===== src/rtl/uart_tx_fifo.sv =====
`default_nettype none
// ============================================================================
//  Module   : uart_tx_fifo
//  Purpose  : Buffered UART transmitter. A FIFO of PAYLOAD_BITS-wide words
//             feeds a start/data/[parity]/stop serializer. Each line bit is
//             held for CPB = CLK_HZ/BIT_RATE clocks. All outputs come
//             straight from flops.
//  Options  : `define UART_TX_FLOWCTRL_EN adds an active-low cts_n input
//             (two-flop synchronised). A new frame starts only while it is low.
//  Revision : 1.0 - initial release
// ============================================================================
module uart_tx_fifo #(
    parameter int CLK_HZ       = 50000000,
    parameter int BIT_RATE     = 9600,
    parameter int PAYLOAD_BITS = 8,
    parameter int FIFO_DEPTH   = 16,
    parameter int PARITY       = 0,
    parameter int STOP_BITS    = 1
) (
    input  logic                          clk,
    input  logic                          reset,
    input  logic                          wr_en,
    input  logic [PAYLOAD_BITS-1:0]       wr_data,
`ifdef UART_TX_FLOWCTRL_EN
    input  logic                          cts_n,
`endif
    output logic                          full,
    output logic                          empty,
    output logic [$clog2(FIFO_DEPTH):0]   level,
    output logic                          overflow,
    output logic                          tx_busy,
    output logic                          uart_txd
);

    localparam int CPB = CLK_HZ / BIT_RATE;
    localparam int CW  = (CPB > 1) ? $clog2(CPB) : 1;
    localparam int AW  = $clog2(FIFO_DEPTH);
    localparam int LW  = AW + 1;
    localparam int BW  = 4;

    typedef enum logic [2:0] {
        S_IDLE   = 3'd0,
        S_START  = 3'd1,
        S_DATA   = 3'd2,
        S_PARITY = 3'd3,
        S_STOP   = 3'd4
    } state_t;

    // FIFO storage and bookkeeping
    logic [PAYLOAD_BITS-1:0] r_mem [FIFO_DEPTH];
    logic [AW-1:0]           r_wr_ptr;
    logic [AW-1:0]           r_rd_ptr;
    logic [LW-1:0]           r_level;
    logic                    r_full;
    logic                    r_empty;
    logic                    r_overflow;

    // Serializer
    state_t                  r_state;
    logic [CW-1:0]           r_baud;
    logic [BW-1:0]           r_bit;
    logic [PAYLOAD_BITS-1:0] r_shift;
    logic                    r_par;
    logic                    r_txd;
    logic                    r_busy;

    logic                    w_cts_ok;
    logic                    w_push;
    logic                    w_pop;
    logic [LW-1:0]           w_level_nxt;
    logic [PAYLOAD_BITS-1:0] w_head;
    logic                    w_par_bit;

`ifdef UART_TX_FLOWCTRL_EN
    logic r_cts_s1;
    logic r_cts_s2;

    // Two-flop synchroniser for the asynchronous clear-to-send input
    always_ff @(posedge clk) begin
        if (reset) begin
            r_cts_s1 <= 1'b1;
            r_cts_s2 <= 1'b1;
        end else begin
            r_cts_s1 <= cts_n;
            r_cts_s2 <= r_cts_s1;
        end
    end

    assign w_cts_ok = ~r_cts_s2;
`else
    assign w_cts_ok = 1'b1;
`endif

    // full is the pre-pop view, so a write into a full FIFO is dropped even
    // when the serializer pops in the same cycle.
    assign w_push      = wr_en & ~r_full;
    assign w_pop       = (r_state == S_IDLE) & ~r_empty & w_cts_ok;
    assign w_level_nxt = r_level + LW'(w_push) - LW'(w_pop);
    assign w_head      = r_mem[r_rd_ptr];
    assign w_par_bit   = (PARITY == 1) ? ~(^w_head) : (^w_head);

    // FIFO storage write port (no reset needed on the data array)
    always_ff @(posedge clk) begin
        if (w_push) begin
            r_mem[r_wr_ptr] <= wr_data;
        end
    end

    // FIFO pointers, occupancy flags and sticky overflow
    always_ff @(posedge clk) begin
        if (reset) begin
            r_wr_ptr   <= '0;
            r_rd_ptr   <= '0;
            r_level    <= '0;
            r_full     <= 1'b0;
            r_empty    <= 1'b1;
            r_overflow <= 1'b0;
        end else begin
            if (w_push) begin
                r_wr_ptr <= r_wr_ptr + AW'(1);
            end
            if (w_pop) begin
                r_rd_ptr <= r_rd_ptr + AW'(1);
            end
            r_level    <= w_level_nxt;
            r_full     <= (w_level_nxt == LW'(FIFO_DEPTH));
            r_empty    <= (w_level_nxt == '0);
            r_overflow <= r_overflow | (wr_en & r_full);
        end
    end

    // Serializer FSM; the line flop follows the state held in the cycle that
    // just ended, so every bit (start included) spans exactly CPB clocks.
    always_ff @(posedge clk) begin
        if (reset) begin
            r_state <= S_IDLE;
            r_baud  <= '0;
            r_bit   <= '0;
            r_shift <= '0;
            r_par   <= 1'b0;
            r_txd   <= 1'b1;
            r_busy  <= 1'b0;
        end else begin
            r_busy <= 1'b1;
            case (r_state)
                S_IDLE: begin
                    r_txd  <= 1'b1;
                    r_busy <= (w_level_nxt != '0);
                    if (w_pop) begin
                        r_shift <= w_head;
                        r_par   <= w_par_bit;
                        r_baud  <= CW'(CPB - 1);
                        r_state <= S_START;
                        r_busy  <= 1'b1;
                    end
                end
                S_START: begin
                    r_txd <= 1'b0;
                    if (r_baud != '0) begin
                        r_baud <= r_baud - CW'(1);
                    end else begin
                        r_baud  <= CW'(CPB - 1);
                        r_bit   <= '0;
                        r_state <= S_DATA;
                    end
                end
                S_DATA: begin
                    r_txd <= r_shift[0];
                    if (r_baud != '0) begin
                        r_baud <= r_baud - CW'(1);
                    end else begin
                        r_baud  <= CW'(CPB - 1);
                        r_shift <= r_shift >> 1;
                        if (r_bit == BW'(PAYLOAD_BITS - 1)) begin
                            r_bit   <= '0;
                            r_state <= (PARITY != 0) ? S_PARITY : S_STOP;
                        end else begin
                            r_bit <= r_bit + BW'(1);
                        end
                    end
                end
                S_PARITY: begin
                    r_txd <= r_par;
                    if (r_baud != '0) begin
                        r_baud <= r_baud - CW'(1);
                    end else begin
                        r_baud  <= CW'(CPB - 1);
                        r_bit   <= '0;
                        r_state <= S_STOP;
                    end
                end
                S_STOP: begin
                    r_txd <= 1'b1;
                    if (r_baud != '0) begin
                        r_baud <= r_baud - CW'(1);
                    end else if (r_bit == BW'(STOP_BITS - 1)) begin
                        r_bit   <= '0;
                        r_state <= S_IDLE;
                        r_busy  <= (w_level_nxt != '0);
                    end else begin
                        r_baud <= CW'(CPB - 1);
                        r_bit  <= r_bit + BW'(1);
                    end
                end
                default: begin
                    r_txd   <= 1'b1;
                    r_state <= S_IDLE;
                end
            endcase
        end
    end

    assign full     = r_full;
    assign empty    = r_empty;
    assign level    = r_level;
    assign overflow = r_overflow;
    assign tx_busy  = r_busy;
    assign uart_txd = r_txd;

endmodule
`default_nettype wire


===== config.mk =====
export PLATFORM = sky130hd
export DESIGN_NAME = uart_tx_fifo
export DESIGN_NICKNAME = d
export VERILOG_FILES = /design/src/rtl/uart_tx_fifo.sv
export SDC_FILE = /design/constraint.sdc
export NUM_CORES = 1
export LEC_CHECK = 0
export CAP_MARGIN = 5
export CORE_MARGIN = 2
export CORE_UTILIZATION = 35
export CTS_CLUSTER_DIAMETER = 150
export DETAILED_ROUTE_END_ITERATION = 10
export HOLD_SLACK_MARGIN = 0.05
export PLACE_DENSITY_LB_ADDON = 0.2
export SLEW_MARGIN = 25
export SYNTH_ARGS = -nofsm -noshare
export SYNTH_HDL_FRONTEND = slang
export SYNTH_SLANG_ARGS = --single-unit

===== constraint.sdc =====
create_clock -name clk -period 4.5 [get_ports clk]
set_clock_uncertainty 0.15 [all_clocks]
set_input_delay 0.9 -clock clk [delete_from_list [all_inputs] [get_ports clk]]
set_output_delay 0.9 -clock clk [all_outputs]
set_load 0.02 [all_outputs]

==> results of run 1 <==
[final timing paths]
check | cells past startpoint | slack (ns) | to
max | 11 | 1.45 | full
min | 2 | 0.32 | overflow
max reg2reg | 9 | 1.47 | r_baud[11]
min reg2reg | 2 | 0.32 | overflow
[worst min-delay path, cell delays in order (launching register included)]
cell,delay [ns]
dfxtp_1,0.33
a21oi_1,0.04
nor2_1,0.07
[logic make-up (layout without fill, tap and decap cells)]
group	count (synthesis)	in the layout	share of synthesized area, %
DFF	179	179	66.6
and+or+nand+nor	144	144	9.43
AOI/OAI and AO/OA	65	65	5.98
muxes	40	40	11.0
buffers and inverters	35	73	1.89
xor gates and xnor gates	23	23	2.76
adders and majority gates	13	13	2.33
[area by class of cell]
| class | count | area [sq um] |
|---|---|---|
| Clock inverter | 14 | 118 |
| Clock buffer | 18 | 429 |
| Inverter | 11 | 41.3 |
| Multi-Input combinational cell | 285 | 2300 |
| Tap cell | 270 | 338 |
| Timing Repair Buffer | 30 | 275 |
| Sequential cell | 179 | 4870 |
| Fill cell | 1871 | 12000 |
[metal layers]
layer	share of wire [%]	track usage, %
met3	3.1	3.28
met4	0.85	4.05
met5	0	0
met1	46	17.9
met2	50	23.8
[registers in the layout, summed over array words and instances (netlist names), 3 cells and up, named ones only]
register  count
level         5
r_state       3
r_wr_ptr      4
r_baud       13
r_rd_ptr      4
r_shift       8
r_bit         4
r_mem       128
[metrics by stage]
step	setup slack, ns	area (sq um)	hold slack, ns
global route	1.29	8370	0.339
floorplan	1.53	7300	0.292
CTS	1.45	8370	0.325
global placement	1.07	7820	0.307
finish	1.45	8370	0.322
detailed placement	1.01	7820	0.310
[power groups by stage]
| stage | clock (mW) | combinational (mW) | sequential (mW) |
|---|---|---|---|
| after CTS | 1.41 | 1.34 | 2.07 |
| after global routing | 1.48 | 1.46 | 2.09 |
| after global placement | 0 | 1.31 | 2.10 |
| final | 1.38 | 1.33 | 2.07 |
| after floorplan | 0 | 0.988 | 2.08 |
| after detailed placement | 0 | 1.34 | 2.10 |
[cells in the mapped netlist (2+ instances only)]
| cell | n |
|---|---|
| a31oi_1 | 3 |
| a311oi_1 | 4 |
| clkbuf_1 | 16 |
| nand2b_1 | 6 |
| and2_1 | 3 |
| a211oi_1 | 11 |
| a21oi_1 | 16 |
| nor3_1 | 10 |
| a22oi_1 | 17 |
| xor2_1 | 8 |
| nor4_1 | 4 |
| or3_1 | 3 |
| nand3_1 | 3 |
| nand2_1 | 22 |
| nor3b_1 | 3 |
| nand4_1 | 2 |
| dfxtp_1 | 51 |
| nor2_1 | 71 |
| edfxtp_1 | 128 |
| mux2i_1 | 8 |
| buf_1 | 3 |
| nor2b_1 | 8 |
| o21ai_0 | 6 |
| xnor2_1 | 15 |
| ha_1 | 12 |
| buf_2 | 5 |
| mux4_2 | 32 |
| a21o_1 | 4 |
| inv_1 | 11 |
==> summary.md, run 1 <==
| Metric | Value |
|---|---|
| Status | finished clean |
| Sw frac | approximately a third |
| Fin crit share | 67.8% |
| Crit Path Category | input pin to flop |
| Int Pwr | around 3.3 mW |
| Total net switching power | approximately 1.5 mW |
| Cell Area, Synth | about 0.0073 sq mm |
| Setup repair bufs after CTS | 0 |
| Worst vdd ir | ~0.26 mV |
| Drt drc | 0 |
| Mapped Cells | approximately 500 |
| Synth top area cells | edfxtp_1, dfxtp_1, mux4_2 |
| CP Max Fanout | 10 |
| Post-layout util | between 40% and 50% |
| Cell family with most CP delay | adder cells |
| Post-synth ARST share | 0% |
| Critical Path End Type | flop |
| Hold Path Origin | overflow |
| Vias post-DR | around 4.1k |
| Average routed wire per standard cell | about 18 um |
| EDFF count, synth | approximately 130 |
| Syn. warnings | 0 |
| Initial antenna violation count | 0 |
| Worst Hold Class | flop to flop |
| Routed WL | between 10000 and 15000 um |
| H-tree levels | 4 |
| Vias/cell | 5.05 |
| Main synth FF type | edfxtp_1 |
| Yosys reg bits | roughly 180 |
| Max Clk Rate | roughly 330 MHz |
| Lkg Pwr | ~2.7 nW |
| Seq pwr share | 43.3% |
| Row count | 52 |
| Die extent in y | between 100 and 150 um |
| Die ar. | between 0.02 and 0.025 sq mm |
| Clock Tree Root | clkbuf_16 |
| Placed cells | just under 800 |
| Max_cap viols | 0 |
| Fin. Hold Viols | 0 |
| Clock transition at the registers of the reported paths | approximately 0.060 ns |
| PD cells | 570 mW/mm^2 |
| CTS buffer count | 17 |
| Worst Path Required | between 4 and 5 ns |
| Area share of the largest cell type after synthesis | between 50% and 60% |
| Cell taking the most area after synthesis | edfxtp_1 |
| Slowest stage delay, CP | ~0.42 ns |
| Layout cell share with drive strength beyond 1 | ~14% |
| Antenna viol nets, final | 0 |
| Commonest cells after routing, fill and taps aside | edfxtp_1, nor2_1, dfxtp_1 |
| PortBufs | 20 |
| Largest net degree at the start of global routing | 33 |
| CTS resizes | 0 |
| # setup viols final | 0 |
| Combinational Power Share | 27.8% |
| DRT Pass-1 Iters | 5 |
| Vias in the first global route | 4200 |
| CP startpoint kind | input pin |
| CTS tree | built |
| Clock tree buffer depth | 2 |
| Die X | ~150 um |
| Final std cells w/o fill | 807 |
| Worst path slowest cell | clkdlybuf4s50_1 |
| Commonest non-fill, non-tap cell in the layout | edfxtp_1 |
| Routability Congestion | about 0.71 |
| Critical path arrival | ~3.2 ns |
| Setup_tns | 0 ns |
| Fin. max-slew vios | 0 |
| Distinct cells, synth | between 40 and 50 |
| CTS Sinks | approximately 180 |
| Starting density of the core | roughly 36% |
| Area Overhead vs Synth | 14.7% |
| Syn Nets | 523 |
| Post-synthesis sequential area ratio | 66.6% |
| Final min period | ~3.0 ns |
| Final Power | ~4.8 mW |
| CP startpoint | wr_en |
| Number of buffer and inverter stages on the critical path | 2 |
| Worst-path cell chain | clkdlybuf4s50_1 > nor2b_1 > buf_4 > xor2_1 > ha_1 > fa_1 > a21o_1 > a21oi_1 > xnor2_1 > nor2_1 > and2_1 |
| Clk_lat worst skew | ~0.42 ns |
| Nets | ~550 |
| Hold Buf Count CTS | 0 |
| Slew @ Worst Pin | roughly 0.94 ns |
| # diodes | 0 |
| R2R Path Start | r_baud[0] |
| Slew headroom | a little under two fifths |
| Io pins | 21 |
| First-pass GRT wire length | approximately 23000 um |
| Total track usage | 14.0% |
| Clk pwr share | roughly 29% |
| GRT Residual Overflow | 0 |
| DP Wirelength | 9380 um |
| RSZ-0062 raised after global routing | no |
| Syn_area_per_cell | 14.6 sq um |
| First DRT Iteration DRCs | 259 |
| Core area | between 0.02 and 0.025 sq mm |
(Power assumes the default switching activity.)
==> inputs of run 2 (changes only) <==
- clock period: 4.5 -> 2.9 ns (I/O delays scaled with it)
==> run 2 against run 1 <==
Sequential share of layout area shrank 1.6 points. Sequential cell count is the same. First-iteration DRC count shrank 1.9%. Register-to-register slack lost 1.2 ns. Design area grew 2.9%. Hold slack gained 0.0053 ns. Combinational power grew 65%. Count of clock-buffer cells in the layout shrank 1. Largest cell class unchanged.
==> summary.md, run 2 (synthesis results as in run 1) <==
| Metric | Value |
|---|---|
| Status | finished clean |
| PortBufs | 20 |
| Antenna viol nets, final | 0 |
| Slew headroom | about 55% |
| Worst Path Required | 3.07 ns |
| Largest net degree at the start of global routing | 33 |
| Drt drc | 0 |
| Area Overhead vs Synth | 18.0% |
| Fin. max-slew vios | 0 |
| # setup viols final | 0 |
| Max Clk Rate | 379 MHz |
| Top flop regs | r_mem (128), r_baud (13), r_shift (8) |
| Routability Congestion | 0.755 |
| Cell family with most CP delay | simple AND/OR/NAND/NOR gates |
| Fin. Hold Viols | 0 |
| R2R Path Start | r_baud[0] |
| Die ar. | about 0.022 sq mm |
| Reg with most FFs | r_mem |
| Largest register FFs | 128 |
| Initial antenna violation count | 0 |
| Hold worst-path end | overflow |
| Average routed wire per standard cell | about 18 um |
| Worst Hold Depth | 2 |
| Clock Tree Root | clkbuf_16 |
| Critical path arrival | between 2 and 3 ns |
| PD cells | about 900 mW/mm^2 |
| CP Max Fanout | 15 |
| Slew @ Worst Pin | 0.672 ns |
| DRT Pass-1 Iters | 5 |
| CTS buffer count | 17 |
| Row count | 52 |
| Hold Path Origin | overflow |
| Worst path slowest cell | or4b_1 |
| Reg2Reg Depth | 9 |
| Hold Buf Count CTS | 0 |
| # diodes | 0 |
| Worst Hold Class | flop to flop |
| RSZ-0062 raised after global routing | no |
| Worst vdd ir | between 0.4 and 0.5 mV |
| Slowest stage delay, CP | roughly 0.57 ns |
| Top cell by count, worst path | inv_1 |
| Vias/cell | 4.99 |
| Starting density of the core | between 30% and 40% |
| Clk_lat worst skew | 0.43 ns |
| Reg2reg setup slack | 0.26 ns |
| Hold slack | about 0.33 ns |
| Layout cell share with drive strength beyond 1 | approximately 18% |
| Vias post-DR | between 4k and 5k |
| DP Wirelength | about 9600 um |
| CP startpoint kind | flop |
| Commonest non-fill, non-tap cell in the layout | edfxtp_1 |
| Total track usage | 14.2% |
| Nets | around 570 |
| Die extent in y | around 150 um |
| Setup_tns | 0 ns |
| Critical Path End Type | flop |
| Setup repair bufs after CTS | 0 |
| Vias in the first global route | approximately 4.2k |
| First-pass GRT wire length | 23300 um |
| Lkg Pwr | 2.89 nW |
| Worst-path cell chain | inv_1 > ha_1 > or4b_1 > nor4_4 > buf_4 > a21o_1 > inv_1 > a22oi_1 > nor2_1 |
| Crit Path Category | flop to flop |
| CTS resizes | 0 |
| CTS Sinks | ~180 |
| Clock tree buffer depth | 2 |
| Fin crit share | between 90% and 100% |
| Routed WL | approximately 15000 um |
| Commonest cells after routing, fill and taps aside | edfxtp_1, nor2_1, dfxtp_1 |
| Final min period | about 2.6 ns |
| Io pins | 21 |
| Clock transition at the registers of the reported paths | approximately 0.070 ns |
| GRT Residual Overflow | 0 |
| Max_cap viols | 0 |
| Die X | around 150 um |
| First DRT Iteration DRCs | between 200 and 300 |
| H-tree levels | 4 |
| Core area | roughly 0.02 sq mm |
| Number of buffer and inverter stages on the critical path | 3 |
| CTS tree | built |
| Reg-to-Reg End | r_shift[7] |
==> run 2: layer usage <==
metal | track usage, % | vias up | part of all wire [%]
met3 | 3.74 | 12 | 4.5
met5 | 0 | - | 0
met1 | 19.4 | 2060 | 47
met2 | 23.0 | 83 | 47
met4 | 3.52 | 0 | 0.91
li1 | - | 1985 | -
==> run 2: how the worst max path moves through the flow <==
stage | startpoint | endpoint | cells after the start
2_1_floorplan | r_state[2] | full | 12
3_3_place_gp | wr_en | full | 10
3_5_place_dp | wr_en | full | 10
4_1_cts | r_baud[0] | r_shift[5] | 8
5_1_grt | r_baud[0] | r_shift[7] | 9
6_report | r_baud[0] | r_shift[7] | 9
==> run 2: final cells by class <==
class	count	area, sq um
fill	1852	11800
sequential	179	4870
multi-input combinational	285	2300
timing repair buffer	54	480
clock buffer	17	425
tap	270	338
clock inverter	14	158
inverter	11	41.3
==> run 2: worst min-delay path, cell delays in order, from the launching register on <==
cell	delay, ns
dfxtp_1	0.33
a21oi_1	0.04
nor2_1	0.07
==> run 2: per-stage QoR <==
stage / worst slack [ns] / instances / cell area, sq um / utilization [%] / total power, mW
3_5_place_dp: -0.166 / 799 / 8030 / 39.4 / 5.44
2_1_floorplan: 0.0399 / 499 / 7300 / - / 4.76
4_1_cts: 0.262 / 830 / 8610 / 42.3 / 7.67
6_report: 0.258 / 830 / 8610 / 42.3 / 7.59
3_3_place_gp: -0.114 / 799 / 8030 / 39.4 / 5.39
5_1_grt: 0.0151 / 830 / 8610 / 42.3 / 8.03
==> run 2: where the power goes <==
part | internal, mW | switching (mW) | total [mW] | leakage, nW
Clock | 1.15 | 1.08 | 2.23 | 0.286
Sequential | 2.99 | 0.167 | 3.16 | 1.58
Combinational | 1.03 | 1.17 | 2.20 | 1.03
==> inputs of run 3 (changes only) <==
- TNS_END_PERCENT: unset -> 5
==> results of run 3 <==
Same layout as run 2: the final DEF is identical, and so are final timing and power.
==> patch 1: new RTL, settings of run 2 <==
The 5 states of `state_t` get a Gray code encoding in 3 bits.
--- a/src/rtl/uart_tx_fifo.sv
+++ b/src/rtl/uart_tx_fifo.sv
@@ -39,11 +39,11 @@
     localparam int BW  = 4;
 
     typedef enum logic [2:0] {
-        S_IDLE   = 3'd0,
-        S_START  = 3'd1,
-        S_DATA   = 3'd2,
-        S_PARITY = 3'd3,
-        S_STOP   = 3'd4
+        S_IDLE   = 3'b000,
+        S_START  = 3'b001,
+        S_DATA   = 3'b011,
+        S_PARITY = 3'b010,
+        S_STOP   = 3'b110
     } state_t;
 
     // FIFO storage and bookkeeping
Check against the original RTL: same outputs for any inputs over 10 cycles, from zero or initial values and one cycle with reset high; not proved beyond that.
==> patch 1 against run 2 <==
Power rose by 2.1%; cell count rose by 2.3%; global-route usage rose by 0.36 points; wire length rose by 5.8%; sequential cell count did not move; core utilization fell by 0.79 points; first-iteration DRC count fell by 6.3%; worst setup slack got worse by 0.0060 ns; critical path depth rose by 3; synthesized area rose by 2.1%; design area rose by 0.97%; critical path type is now in -> reg; critical endpoint is now tx_busy$_SDFF_PP0_; largest cell class unchanged; highest routed layer unchanged.
==> patch 1: results (changes against run 2) <==
Logic synthesis
  • Count of cell types in the netlist: 45 (+4.7%)
  • Yosys Warn Count: 0 (unchanged)
  • Sequential cell area fraction in the yosys report: 65.29% (-1.4 points)
  • Post-Syn Instances: 516 (+3.4%)
  • Top post-synthesis cells by count: sky130_fd_sc_hd__edfxtp_1 (128), sky130_fd_sc_hd__nor2_1 (62), sky130_fd_sc_hd__dfxtp_1 (51)
  • Biggest area contributors in the synthesized netlist: sky130_fd_sc_hd__edfxtp_1 (52%), sky130_fd_sc_hd__dfxtp_1 (14%), sky130_fd_sc_hd__mux4_2 (6.6%)
  • Primary flip-flop cell chosen by synthesis mapping: sky130_fd_sc_hd__edfxtp_1
  • Number of nets produced by synthesis: 540 (+3.3%)

Worst setup path
  • FF-to-FF path depth: 11 (+2)
  • Worst-path fanout max: 3 (-12)
  • Worst EP arrival: 2.78 ns (-0.03 ns)
  • Slowest cell delay on critical path: 0.48 ns (-0.09 ns)
  • Crit path from: wr_en
  • Worst path top cell family by delay: buffers and inverters
  • Worst flop-to-flop path startpoint: r_state[2]$_SDFFE_PP0P_
  • Worst setup path end: tx_busy$_SDFF_PP0_
  • Critical-path cell with the highest stage delay: sky130_fd_sc_hd__clkdlybuf4s50_1

GRT
  • Grt met2 use: 24.32% (+1.3 points)
  • First-pass GRT wire length: 24,380 um (+4.8%)
  • Vias in the first global route: 4,382 (+4.1%)
  • Met3 capacity usage during global routing: 3.232% (-0.51 points)
  • Met1 Usage GRT: 19.49% (+0.14 points)

Placement
  • Place WS: -0.2541 ns (-0.08790 ns)
  • Final Wtd Congestion: 0.7845 (+3.9%)
  • Cell count after placement: 817 (+2.3%)
  • Placement Cell Area: 0.008100 mm^2 (+0.89%)

Detailed routing
  • Avg WL per Cell: 18.28 um (+3.5%)
  • Final routed wirelength across all metal layers: 15,520 um (+5.8%)
  • First-pass iteration count of the detailed router: 4 (-1)
  • Vias: 4,223 (+2.0%)
  • First DRT Iteration DRCs: 238 (-6.3%)

STA
  • Worst Tran Pin Value: 0.7349 ns (+0.06250 ns)
  • Ratio of final minimum period to clock period: 91.30% (+0.21 points)

Power and ir drop
  • Peak supply drop: 0.3848 mV (-8.9%)
  • Static leakage: 0.002925 uW (+1.2%)

Outcome
  • Run status: completed

Cells and area
  • Net count reported at finish: 585 (+2.3%)
  • Post-route cell area: 0.008696 mm^2 (+0.97%)
  • Fill count: 1,974 (+6.6%)
## patch 1: layout make-up
cell class	count	area share, %
flip-flops and latches	179	55.96
multi-input cells	299	27.51
repair buffers	51	5.266
clock buffers	17	4.892
well taps	275	3.957
clock inverters	15	1.856
inverters	13	0.5612
## patch 1: where the power goes
part	switching, uW	internal (uW)	leakage, uW
logic	1230	1030	0.00106
registers	200	3030	0.00158
clock network	1110	1160	0.000290
total	2540	5210	0.00293
## patch 1: repair_timing
item | in CTS | in global routing
setup endpoints to repair | 0 | 1
resized for setup | 0 | 2
hold endpoints to repair | 0 | 0
## patch 1: kinds of logic after synthesis
family	Yosys count	share of synthesized area, %
AOI/OAI and AO/OA	63	5.945
xor gates and xnor gates	27	3.174
adders and majority gates	13	2.284
buffers and inverters	38	2.720
DFF	179	65.29
muxes	33	10.31
and+or+nand+nor	163	10.28
## patch 1: worst min path at each step
| stage | from | to | slack, ns |
|---|---|---|---|
| 6_report | r_baud[12]$_SDFFE_PP0P_ | r_baud[12]$_SDFFE_PP0P_ | 0.32 |
| 5_1_grt | r_baud[12]$_SDFFE_PP0P_ | r_baud[12]$_SDFFE_PP0P_ | 0.34 |
| 4_1_cts | r_baud[12]$_SDFFE_PP0P_ | r_baud[12]$_SDFFE_PP0P_ | 0.32 |
| 3_5_place_dp | r_baud[12]$_SDFFE_PP0P_ | r_baud[12]$_SDFFE_PP0P_ | 0.30 |
| 3_3_place_gp | r_baud[12]$_SDFFE_PP0P_ | r_baud[12]$_SDFFE_PP0P_ | 0.30 |
| 2_1_floorplan | r_baud[12]$_SDFFE_PP0P_ | r_baud[12]$_SDFFE_PP0P_ | 0.29 |
## patch 1: metal layers
metal | up-vias | routed length [um]
met4 | 0 | 102
met2 | 55 | 7775
met5 | - | 0
li1 | 2032 | -
met1 | 2127 | 7195
met3 | 9 | 448
==> patch 2: new RTL, settings of run 2 <==
Made on the original files. Set the parameter `BIT_RATE` to 19200 (it was 9600).
--- a/src/rtl/uart_tx_fifo.sv
+++ b/src/rtl/uart_tx_fifo.sv
@@ -11,7 +11,7 @@
 // ============================================================================
 module uart_tx_fifo #(
     parameter int CLK_HZ       = 50000000,
-    parameter int BIT_RATE     = 9600,
+    parameter int BIT_RATE     = 19200,
     parameter int PAYLOAD_BITS = 8,
     parameter int FIFO_DEPTH   = 16,
     parameter int PARITY       = 0,
Formal check against the unedited RTL: same outputs for any inputs over 10 cycles, from zero or initial values and one cycle with reset high; that may be too few to reach the edited logic, so the function may still have changed.
==> patch 2 against run 2 <==
Sequential cell count fell by 1; synthesized area rose by 0.70%; power rose by 7.0%; design area rose by 0.44%; maximum frequency fell by 1.5%; worst setup slack got worse by 0.039 ns; wire length fell by 0.96%; largest power group unchanged.
==> patch 2: results (changes against run 2) <==
Detailed routing
  • First DRT Iteration DRCs: 203 (-20%)
  • Final routed wirelength across all metal layers: 14,530 um (-0.96%)
  • Avg WL per Cell: 17.44 um (-1.3%)
  • First-pass iteration count of the detailed router: 4 (-1)

Logic synthesis
  • Sequential cell area fraction in the yosys report: 65.91% (-0.74 points)
  • Count of cell types in the netlist: 47 (+9.3%)
  • Biggest area contributors in the synthesized netlist: sky130_fd_sc_hd__edfxtp_1 (52%), sky130_fd_sc_hd__dfxtp_1 (14%), sky130_fd_sc_hd__mux4_2 (6.7%)
  • #FFs+latches synth: 178 (-0.56%)
  • Top post-synthesis cells by count: sky130_fd_sc_hd__edfxtp_1 (128), sky130_fd_sc_hd__nor2_1 (58), sky130_fd_sc_hd__dfxtp_1 (50)
  • Average cell area after synthesis: 14.85 um^2 (+1.5%)

Floorplanning
  • Core ar.: 0.02082 mm^2 (+2.2%)

Cells and area
  • Final Util: 41.54% (-0.75 points)
  • Count of non-CTS buffers in the layout: 56 (+3.7%)
  • Proportion of cell area occupied by registers: 56.02% (-0.48 points)
  • Relative area of clock buffers and inverters in the final design: 6.712% (-0.058 points)
  • Fraction of area in multi-input gates: 26.86% (+0.12 points)
  • Data buffer area share: 5.728% (+0.15 points)
  • Leading registers by flop count: r_mem x128, r_baud x12, r_shift x8
  • Fill count: 1,928 (+4.1%)
  • Ratio of cells with drive above 1 in the final layout: 17.38% (-1.0 points)

STA
  • Max-slew headroom at the worst pin: 58.05% (+3.0 points)
  • Worst hold slack after final layout: 0.3400 ns (+0.01318 ns)

Power and ir drop
  • Static leakage: 0.002940 uW (+1.7%)

Worst setup path
  • FF-to-FF path depth: 8 (-1)
  • Worst EP arrival: 2.85 ns (+0.04 ns)
  • Worst path top cell family by delay: buffers and inverters
  • Slowest cell delay on critical path: 0.47 ns (-0.10 ns)
  • Worst-path fanout max: 9 (-6)
  • Critical-path cell with the highest stage delay: sky130_fd_sc_hd__clkdlybuf4s50_1
  • Reg2reg end: r_par$_SDFFE_PP0P_
  • R2R setup slack: 0.28 ns (+0.02 ns)

Placement
  • Placement Cell Area: 0.008066 mm^2 (+0.47%)
  • Cell count after placement: 801 (+0.25%)

Outcome
  • Run status: completed

GRT
  • First-pass GRT wire length: 23,180 um (-0.38%)
==> patch 2: how the worst max path moves through the flow <==
| stage | slack [ns] | endpoint | start |
|---|---|---|---|
| finish | 0.22 | empty$_SDFF_PP1_ | wr_en |
| global route | 0.04 | tx_busy$_SDFF_PP0_ | r_state[2]$_SDFFE_PP0P_ |
| detailed placement | -0.30 | empty$_SDFF_PP1_ | wr_en |
| global placement | -0.26 | tx_busy$_SDFF_PP0_ | wr_en |
| CTS | 0.14 | empty$_SDFF_PP1_ | wr_en |
| floorplan | 0.01 | empty$_SDFF_PP1_ | r_state[2]$_SDFFE_PP0P_ |
==> patch 2: kinds of logic (layout without fill, tap and decap cells) <==
family | Yosys count | count (layout) | synth area share [%]
adders and majority gates | 14 | 14 | 2.485
AOI/OAI and AO/OA | 67 | 67 | 6.196
DFF | 178 | 178 | 65.91
xor gates and xnor gates | 24 | 24 | 2.860
and+or+nand+nor | 131 | 131 | 8.545
buffers and inverters | 41 | 104 | 2.604
muxes | 40 | 40 | 11.40
==> patch 2: power breakdown <==
part	internal (uW)	leakage (uW)	total, uW	switching [uW]
sequential	3010	0.00157	3200	192
combinational	1270	0.00109	2670	1400
clock	1220	0.000286	2250	1030
total	5500	0.00294	8120	2620
==> patch 2: layer usage <==
metal | routed length (um) | global-route usage, %
met2 | 7360 | 23.71
met3 | 502 | 3.914
met5 | 0 | 0
met1 | 6531 | 17.71
met4 | 131 | 3.714
==> patch 2: worst reg2reg max path, delay by kind of cell (launching register included) <==
family          cells  cell delay, ns
flops               1            0.38
buf+inv             1            0.23
simple gates        1            0.18
xor+xnor            3            0.47
compound gates      2            0.54
mux                 1            0.60
==> patch 2: timing repair <==
action,in CTS,in global routing
hold endpoints to repair,0,0
setup endpoints to repair,0,2
resized for setup,0,1
